`src/rtl/vga_timing_pkg.sv`:
```
// Shared constants and elaboration helpers for the VGA raster timing generator.
// Holds the 640x480@60 default mode, the per-axis TOTAL/START arithmetic, a
// width helper that never returns a zero-width vector, and the parameter
// legality check used by each axis counter.
package vga_timing_pkg;

    // 640x480@60 (25.175 MHz pixel rate) default mode.
    localparam int DEF_H_ACTIVE = 640;
    localparam int DEF_H_FP     = 16;
    localparam int DEF_H_SYNC   = 96;
    localparam int DEF_H_BP     = 48;
    localparam int DEF_V_ACTIVE = 480;
    localparam int DEF_V_FP     = 10;
    localparam int DEF_V_SYNC   = 2;
    localparam int DEF_V_BP     = 33;
    localparam bit DEF_H_POL    = 1'b0;
    localparam bit DEF_V_POL    = 1'b0;
    localparam int DEF_H_SCALE  = 5;
    localparam int DEF_V_SCALE  = 5;

    // Positions per line (or lines per frame) for one axis.
    function automatic int axis_total(input int sync, input int bp, input int active, input int fp);
        return sync + bp + active + fp;
    endfunction

    // First active position: sync comes first, then back porch.
    function automatic int axis_start(input int sync, input int bp);
        return sync + bp;
    endfunction

    // $clog2 clamped to at least one bit so degenerate ranges stay legal.
    function automatic int clog2_min1(input int n);
        return (n <= 2) ? 1 : $clog2(n);
    endfunction

    // Every region must be non-empty and the replication factor must tile
    // the active region exactly, otherwise the scaled counter would not land
    // on ACTIVE/SCALE-1 at the last active position.
    function automatic bit axis_params_ok(input int active, input int scale,
                                          input int sync, input int bp, input int fp);
        return (sync >= 1) && (bp >= 1) && (fp >= 1) && (scale >= 1) &&
               (active >= scale) && ((active % scale) == 0);
    endfunction

endpackage

```
`src/rtl/timing_axis_counter.sv`:
```
// One raster axis (horizontal or vertical).
// Ports:
//   clk_i, rst_i : clock and asynchronous active-high reset
//   adv_i        : step the axis by one position this cycle
//   cnt_o        : current position, 0..TOTAL-1
//   scl_o        : replicated (scaled) coordinate inside the active region
//   sync_o       : POL while position < SYNC, ~POL otherwise
//   active_o     : position lies inside [START, START+ACTIVE)
//   wrap_o       : combinational, adv_i while at TOTAL-1 (the wrapping edge)
// sync_o, active_o and scl_o are registered from next-state values so they
// always describe the cnt_o presented in the same cycle.
module timing_axis_counter
    import vga_timing_pkg::*;
#(
    parameter int ACTIVE = DEF_H_ACTIVE,
    parameter int FP     = DEF_H_FP,
    parameter int SYNC   = DEF_H_SYNC,
    parameter int BP     = DEF_H_BP,
    parameter bit POL    = DEF_H_POL,
    parameter int SCALE  = DEF_H_SCALE,
    localparam int CW    = clog2_min1(axis_total(SYNC, BP, ACTIVE, FP)),
    localparam int SW    = clog2_min1(ACTIVE / SCALE)
)(
    input  logic          clk_i,
    input  logic          rst_i,
    input  logic          adv_i,
    output logic [CW-1:0] cnt_o,
    output logic [SW-1:0] scl_o,
    output logic          sync_o,
    output logic          active_o,
    output logic          wrap_o
);

    localparam int TOTAL = axis_total(SYNC, BP, ACTIVE, FP);
    localparam int START = axis_start(SYNC, BP);
    localparam int PW    = clog2_min1(SCALE);

    localparam logic [CW-1:0] LAST_C       = CW'(TOTAL - 1);
    localparam logic [CW-1:0] SYNC_C       = CW'(SYNC);
    localparam logic [CW-1:0] START_C      = CW'(START);
    localparam logic [CW-1:0] ACT_LAST_C   = CW'(START + ACTIVE - 1);
    localparam logic [PW-1:0] PHASE_LAST_C = PW'(SCALE - 1);

    if (!axis_params_ok(ACTIVE, SCALE, SYNC, BP, FP)) begin : g_bad_params
        $error("timing_axis_counter: illegal ACTIVE/SCALE/SYNC/BP/FP combination");
    end

    logic [CW-1:0] cnt_q, cnt_d;
    logic [PW-1:0] phase_q, phase_d;
    logic [SW-1:0] scl_q, scl_d;
    logic          sync_q, sync_d;
    logic          active_q, active_d;
    logic          at_last;

    assign at_last = (cnt_q == LAST_C);
    assign wrap_o  = adv_i & at_last;

    // The phase counter replaces a divide by SCALE: the scaled coordinate
    // steps whenever the phase rolls over inside the active region. Leaving
    // the active region never rolls it, so the last value holds through the
    // front porch until the wrap clears it.
    always_comb begin
        cnt_d   = cnt_q;
        phase_d = phase_q;
        scl_d   = scl_q;
        if (adv_i) begin
            cnt_d = at_last ? '0 : cnt_q + 1'b1;
            if (cnt_d == START_C) begin
                phase_d = '0;
                scl_d   = '0;
            end else if ((cnt_d > START_C) && (cnt_d <= ACT_LAST_C)) begin
                if (phase_q == PHASE_LAST_C) begin
                    phase_d = '0;
                    scl_d   = scl_q + 1'b1;
                end else begin
                    phase_d = phase_q + 1'b1;
                end
            end else if (at_last) begin
                phase_d = '0;
                scl_d   = '0;
            end
        end
    end

    assign sync_d   = (cnt_d < SYNC_C) ? POL : ~POL;
    assign active_d = (cnt_d >= START_C) && (cnt_d <= ACT_LAST_C);

    always_ff @(posedge clk_i or posedge rst_i) begin
        if (rst_i) begin
            cnt_q    <= '0;
            phase_q  <= '0;
            scl_q    <= '0;
            sync_q   <= POL;
            active_q <= 1'b0;
        end else begin
            cnt_q    <= cnt_d;
            phase_q  <= phase_d;
            scl_q    <= scl_d;
            sync_q   <= sync_d;
            active_q <= active_d;
        end
    end

    assign cnt_o    = cnt_q;
    assign scl_o    = scl_q;
    assign sync_o   = sync_q;
    assign active_o = active_q;

endmodule

```
`src/rtl/vga_timing_generator.sv`:
```
// VGA raster timing generator: horizontal and vertical counters, sync pulses
// of configurable polarity, display-enable window and pixel-replicated
// framebuffer coordinates, all advancing only on pix_en.
// Ports:
//   clk, reset      : system clock, asynchronous active-high reset
//   pix_en          : pixel-clock enable
//   hor_cnt/ver_cnt : raster position
//   scl_hor_cnt/scl_ver_cnt : scaled framebuffer column/row
//   HSYNC, VSYNC    : sync outputs
//   display_en      : inside the active window on both axes
//   new_line        : combinational strobe on the line-wrap edge
//   new_frame       : combinational strobe on the frame-wrap edge
module vga_timing_generator
    import vga_timing_pkg::*;
#(
    parameter int H_ACTIVE = DEF_H_ACTIVE,
    parameter int H_FP     = DEF_H_FP,
    parameter int H_SYNC   = DEF_H_SYNC,
    parameter int H_BP     = DEF_H_BP,
    parameter int V_ACTIVE = DEF_V_ACTIVE,
    parameter int V_FP     = DEF_V_FP,
    parameter int V_SYNC   = DEF_V_SYNC,
    parameter int V_BP     = DEF_V_BP,
    parameter bit H_POL    = DEF_H_POL,
    parameter bit V_POL    = DEF_V_POL,
    parameter int H_SCALE  = DEF_H_SCALE,
    parameter int V_SCALE  = DEF_V_SCALE,
    localparam int HW      = clog2_min1(axis_total(H_SYNC, H_BP, H_ACTIVE, H_FP)),
    localparam int VW      = clog2_min1(axis_total(V_SYNC, V_BP, V_ACTIVE, V_FP)),
    localparam int SHW     = clog2_min1(H_ACTIVE / H_SCALE),
    localparam int SVW     = clog2_min1(V_ACTIVE / V_SCALE)
)(
    input  logic           clk,
    input  logic           reset,
    input  logic           pix_en,
    output logic [HW-1:0]  hor_cnt,
    output logic [VW-1:0]  ver_cnt,
    output logic [SHW-1:0] scl_hor_cnt,
    output logic [SVW-1:0] scl_ver_cnt,
    output logic           HSYNC,
    output logic           VSYNC,
    output logic           display_en,
    output logic           new_line,
    output logic           new_frame
);

    logic h_active, v_active;
    logic h_wrap, v_wrap;

    timing_axis_counter #(
        .ACTIVE (H_ACTIVE),
        .FP     (H_FP),
        .SYNC   (H_SYNC),
        .BP     (H_BP),
        .POL    (H_POL),
        .SCALE  (H_SCALE)
    ) u_h_axis (
        .clk_i    (clk),
        .rst_i    (reset),
        .adv_i    (pix_en),
        .cnt_o    (hor_cnt),
        .scl_o    (scl_hor_cnt),
        .sync_o   (HSYNC),
        .active_o (h_active),
        .wrap_o   (h_wrap)
    );

    // The vertical axis steps on the horizontal wrap, which already carries
    // pix_en, so its wrap output is the frame strobe.
    timing_axis_counter #(
        .ACTIVE (V_ACTIVE),
        .FP     (V_FP),
        .SYNC   (V_SYNC),
        .BP     (V_BP),
        .POL    (V_POL),
        .SCALE  (V_SCALE)
    ) u_v_axis (
        .clk_i    (clk),
        .rst_i    (reset),
        .adv_i    (h_wrap),
        .cnt_o    (ver_cnt),
        .scl_o    (scl_ver_cnt),
        .sync_o   (VSYNC),
        .active_o (v_active),
        .wrap_o   (v_wrap)
    );

    assign display_en = h_active & v_active;
    assign new_line   = h_wrap;
    assign new_frame  = v_wrap;

endmodule

```
`config.mk`:
```
export PLATFORM = sky130hd
export DESIGN_NAME = vga_timing_generator
export DESIGN_NICKNAME = d
export VERILOG_FILES = /design/src/rtl/vga_timing_pkg.sv /design/src/rtl/timing_axis_counter.sv /design/src/rtl/vga_timing_generator.sv
export SDC_FILE = /design/constraint.sdc
export NUM_CORES = 1
export LEC_CHECK = 0
export BUFFER_PORTS_ARGS = -buffer_cell sky130_fd_sc_hd__buf_2
export CORE_ASPECT_RATIO = 1.5
export CORE_MARGIN = 4
export CORE_UTILIZATION = 45
export DETAILED_ROUTE_END_ITERATION = 6
export HOLD_SLACK_MARGIN = 0.05
export PLACE_DENSITY_LB_ADDON = 0.08
export SYNTH_ARGS = -nofsm -noshare
export SYNTH_HDL_FRONTEND = slang
export SYNTH_SLANG_ARGS = --single-unit
```
`constraint.sdc`:
```
create_clock -name clk -period 2.65 [get_ports clk]
set_input_delay 0.53 -clock clk [delete_from_list [all_inputs] [get_ports clk]]
set_output_delay 0.53 -clock clk [all_outputs]
set_load 0.1 [all_outputs]
```
After elaboration in Yosys (flattened, before gate mapping)
Cells that the tools add are included.
Storage, ports and cells
  register bits after elaboration: 44
  input bits: 3
  logic and storage cells: 69
Operators by class
  add/subtract/negate cells: 6
  magnitude comparators: 10
  equality and inequality tests: 8
  muxes and demuxes: 22
  bitwise gates (word level): 3
  reductions and logical operators: 10
Operators with widths (number)
  $mux W7: 8
  $le A10 B10 Y1 const B: 4
  $mux W10: 4
  $mux W3: 8
  $add A10 B1 Y10 const B: 2
  $eq A10 B10 Y1 const B: 2
  $add A7 B1 Y7 const B: 2
  $eq A10 B6 Y1 const B: 1
  $eq A10 B8 Y1 const B: 1
  $ge A10 B6 Y1 const B: 1
  $ge A10 B8 Y1 const B: 1
  $gt A10 B6 Y1 const B: 1
  $gt A10 B8 Y1 const B: 1
  $lt A10 B2 Y1 const B: 1
  $lt A10 B7 Y1 const B: 1
  $add A3 B1 Y3 const B: 2
  $eq A3 B3 Y1 const B: 2
  $ne A3 B2 Y1 const B: 2
  $reduce_and A3 Y1: 2
  $reduce_bool A3 Y1: 2
  $logic_and A1 B1 Y1: 4
  $reduce_and A2 Y1: 2
  $and A1 B1 Y1: 3
  $mux W1: 2

Logic depth before layout (Yosys ltp)
  depth after elaboration: 6
  gate-level depth with buffers: 10
  mapped depth without buffers: 9

By module
From an unflattened synthesis, not the netlist that was laid out.
Second synthesis, totals
  cells, all modules: 376
  area, all modules: 3331.9 um^2
By module, submodules not included
  timing_axis_counter (u_v_axis): times used 1, cells each 192, area an instance 1704.1 um^2
  timing_axis_counter (u_h_axis): times used 1, cells each 183, area an instance 1621.6 um^2
  vga_timing_generator: times used 1, cells each 1, area an instance 6.3 um^2

Worst setup path after synthesis
OpenSTA, ideal clock, no wires.
  path type: register to output
  from: register u_h_axis.cnt_q[1] (netlist: u_h_axis.cnt_o[1])
  to: output port new_frame
  arrival time: 3.330 ns
  slack: -1.210 ns
  stages on the path, launching flop included: 6
  cells stage by stage: dfrtp_1 -> ha_1 -> and4_1 -> nand4_1 -> clkbuf_1 -> nor2_1
On the way
  word-level cells in the longest chain between the ends: 3
Ends and longest elaborated chain
  start, declared: line timing_axis_counter.sv:48  | logic [CW-1:0] cnt_q, cnt_d;
  start signal, assigned: line timing_axis_counter.sv:96  | cnt_q <= cnt_d;
  $eq A10 B10 Y1: line timing_axis_counter.sv:55  | assign at_last = (cnt_q == LAST_C);
  $and A1 B1 Y1 (2 in a row): line timing_axis_counter.sv:56  | assign wrap_o = adv_i & at_last;
  end, declared: line vga_timing_generator.sv:44  | output logic new_frame
No other way between the ends.

Worst setup path in the final report
  from: register u_v_axis.cnt_q[0] (netlist: u_v_axis.cnt_o[0])
  to: register u_v_axis.scl_q[5] (netlist: u_v_axis.scl_o[5])
On the way
  word-level cells in the longest chain between the ends: 6
Ends and longest elaborated chain
  start, declared: line timing_axis_counter.sv:48
  start signal, assigned: line timing_axis_counter.sv:96
  $add A10 B1 Y10 or $eq A10 B10 Y1 (tied branches): line timing_axis_counter.sv:67, timing_axis_counter.sv:55
  $mux W10: line timing_axis_counter.sv:67  | cnt_d = at_last ? '0 : cnt_q + 1'b1;
  $gt A10 B6 Y1 or $le A10 B10 Y1 (tied branches): line timing_axis_counter.sv:71  | end else if ((cnt_d > START_C) && (cnt_d <= ACT_LAST_C)) begin
  $logic_and A1 B1 Y1: line timing_axis_counter.sv:71
  $ne A3 B2 Y1 (no line), or another cell as far along
  $reduce_and A3 Y1 (no line) or $mux W7 (tied branches)
  end signal, assigned: line timing_axis_counter.sv:98  | scl_q <= scl_d;
  end, declared: line timing_axis_counter.sv:50  | logic [SW-1:0] scl_q, scl_d;
Several ways; a longest one is shown, not always the timed one.
A chain may end at the register's enable or synchronous reset.

==> run metrics <==
Mapped Nets=371; Mean Syn Cell Area=8.38 um^2; # DRC=0; final hold violation count=0; Async SR Flop Fraction=1.00; status=finished clean; startpoint types=flip-flop; Sw Share=0.461; Clock Sink Count=44; vias in the first global route=2738; fmax=381 MHz; synthesized area=2980 um^2; Placer Congestion=0.879; Synth top area share=0.370; routed wire length=7490 um; RSZ-0062 raised after global routing=true; Slew Limit Fails=0; drt pass-1 iters=4; boundary pin count=42; cell family with most CP delay=compound AO/OA/AOI/OAI gates; clock share of power=0.222; final worst setup slack=25.7 ps; Worst Tran Pin Value=689 ps; Final Skew=9.53 ps; sequential share of the synthesized area=0.370; crit path from=u_v_axis.cnt_o[0]; leak pwr=0.00169 uW; layout cell share with drive strength beyond 1=0.289; commonest non-fill, non-tap cell in the layout=nand2_1; Starting Density=0.459; pwr/cell area=690 nW/um^2; first-pass GRT wire length=12600 um; Synth area leaders=dfrtp_1, nand2_1, ha_1, o21ai_0, nand3_1; Final min period=2620 ps; Synth Instances=355; Max-Cap Viols=0; Top FF cell, synth=dfrtp_1; logic gate share of total power=0.411; die height=108 um; CP max FO=6; critical path type=reg2reg; Crit path buffers/inverters=0; Max clock buf depth=2; Post-DRT Antenna Nets=0; Seq cells post-synth=44; Rows=36; Seq pwr share=0.366; r2r setup slk=30 ps; port bufs=41; Crit. End Element=flip-flop; GRT Residual Overflow=0; Synth area leader=dfrtp_1; post-synthesis cell type count=62; CP Cell Sequence=ha_4 > xor2_1 > o211ai_2 > o211ai_4 > o41a_1 > a221o_1 > or4_1 > o21ai_1; final setup violation count=0; wire per inst=15.5 um; most frequent cells in the layout=nand2_1, buf_2, dfrtp_1; worst r2r src=u_v_axis.cnt_o[0]; peak supply drop=0.546 mV; Int Power=1370 uW; FF-to-FF End=u_v_axis.scl_o[5]; Vias/cell=5.95; CP max-delay cell=dfrtp_4; CP Data Required Time=2880 ps; setup TNS=0 ps; Net Switching=1180 uW; synthesis-to-finish area growth=24.1%; Die Span X=74.4 um; Iter 0 DRT Violations=170; pre-CTS WS=48.7 ps; Worst EP arrival=2860 ps; Die ar.=8000 um^2; initial antenna violation count=0; period utilization=0.990; Num CTS Buffers=5; Final nets=423; Detailed Place HPWL=5690 um; CTS H-tree depth=2; post-route cell area=3690 um^2; Fin Hold WS=329 ps; Worst Setup EP=u_v_axis.scl_o[5]; hold buffer count at CTS=0; Total GRT Usage=0.198; Reg2Reg Depth=8; via count=2880; CTS tree=built; placed cell areas=3510 um^2; worst min-delay path class=in2async; slowest stage delay, CP=520 ps; Max transition margin=0.540; ANT cells=0; Stages on worst setup path=8; Tot Pwr=2550 uW; Core Region=6490 um^2; number of synthesized flops with an enable pin=0; clock root buffer=clkbuf_8; YS warnings=0; largest net degree at the start of global routing=32; clk slew on worst S/H paths=90 ps; Clock Latency Late Sink=300 ps
==> state kept, by name, indices dropped and copies added (netlist names) <==
signal and count:
u_h_axis.cnt_o 10, u_v_axis.cnt_o 10, u_h_axis.scl_o 7, u_v_axis.scl_o 7
u_h_axis.phase_q 3, u_v_axis.phase_q 3, u_h_axis.active_o 1, u_h_axis.sync_o 1
u_v_axis.active_o 1, u_v_axis.sync_o 1
==> how the worst min path moves through the flow <==
| stage | endpoint | cells past startpoint |
|---|---|---|
| CTS | u_h_axis.phase_q[0] | 2 |
| global route | u_h_axis.phase_q[2] | 2 |
| detailed placement | u_v_axis.phase_q[0] | 1 |
| finish | u_h_axis.phase_q[2] | 2 |
| floorplan | u_v_axis.phase_q[0] | 1 |
| global placement | u_h_axis.scl_o[4] | 1 |
==> metal layers <==
| metal | GRT usage | up-vias | wire length (um) |
|---|---|---|---|
| li1 | - | 1394 | - |
| met1 | 0.226 | 1404 | 2970 |
| met2 | 0.364 | 64 | 4070 |
| met3 | 0.0290 | 18 | 262 |
| met4 | 0.0662 | 0 | 191 |
| met5 | 0 | - | 0 |
==> timing repair <==
item	CTS	global route
setup buffers	0	3
gates resized for setup	0	8
hold endpoints to repair	0	0
endpoints found under the setup margin	0	11
==> synth_stat cells, types with 5 or more instances <==
library cell and number:
nor3_1 11, o21ai_1 9, o31ai_1 5, nand2_1 46, ha_1 13, xnor2_1 5, nand4_1 8, a21oi_1 16
or3_1 5, nand3_1 19, and3_1 9, xor2_1 8, inv_1 24, o21ai_0 23, o2bb2ai_1 5, nor2_1 19
clkbuf_1 11, dfrtp_1 44, and2_1 5
==> power by group through the flow <==
stage | Sequential [uW] | Clock, uW | Combinational, uW
5_1_grt | 955 | 609 | 1120
3_5_place_dp | 945 | 0 | 1050
6_report | 934 | 567 | 1050
2_1_floorplan | 1390 | 0 | 426
3_3_place_gp | 945 | 0 | 1040
4_1_cts | 934 | 584 | 1050
==> kinds of logic (layout without fill, tap and decap cells) <==
logic type                 after synthesis  after routing  synth area share
and+or+nand+nor                        145            145             0.251
AOI/OAI and AO/OA                       94             94             0.214
xor gates and xnor gates                13             13            0.0383
adders and majority gates               13             13            0.0547
muxes                                    5              5            0.0172
DFF                                     44             44             0.370
buffers and inverters                   41             94            0.0542
==> per-stage QoR <==
stage          instances   util
2_1_floorplan        355      -
3_3_place_gp         473  0.541
3_5_place_dp         473  0.541
4_1_cts              481  0.561
5_1_grt              484  0.569
6_report             484  0.569
==> final cells by class <==
class	instances	area, um^2
clock inverters	1	30.0
clock buffers	7	96.3
well taps	76	95.1
flip-flops and latches	44	1150
fillers	615	2790
multi-input cells	270	1830
repair buffers	61	385
inverters	25	108
Note: power is estimated with default switching activity, not from simulation.
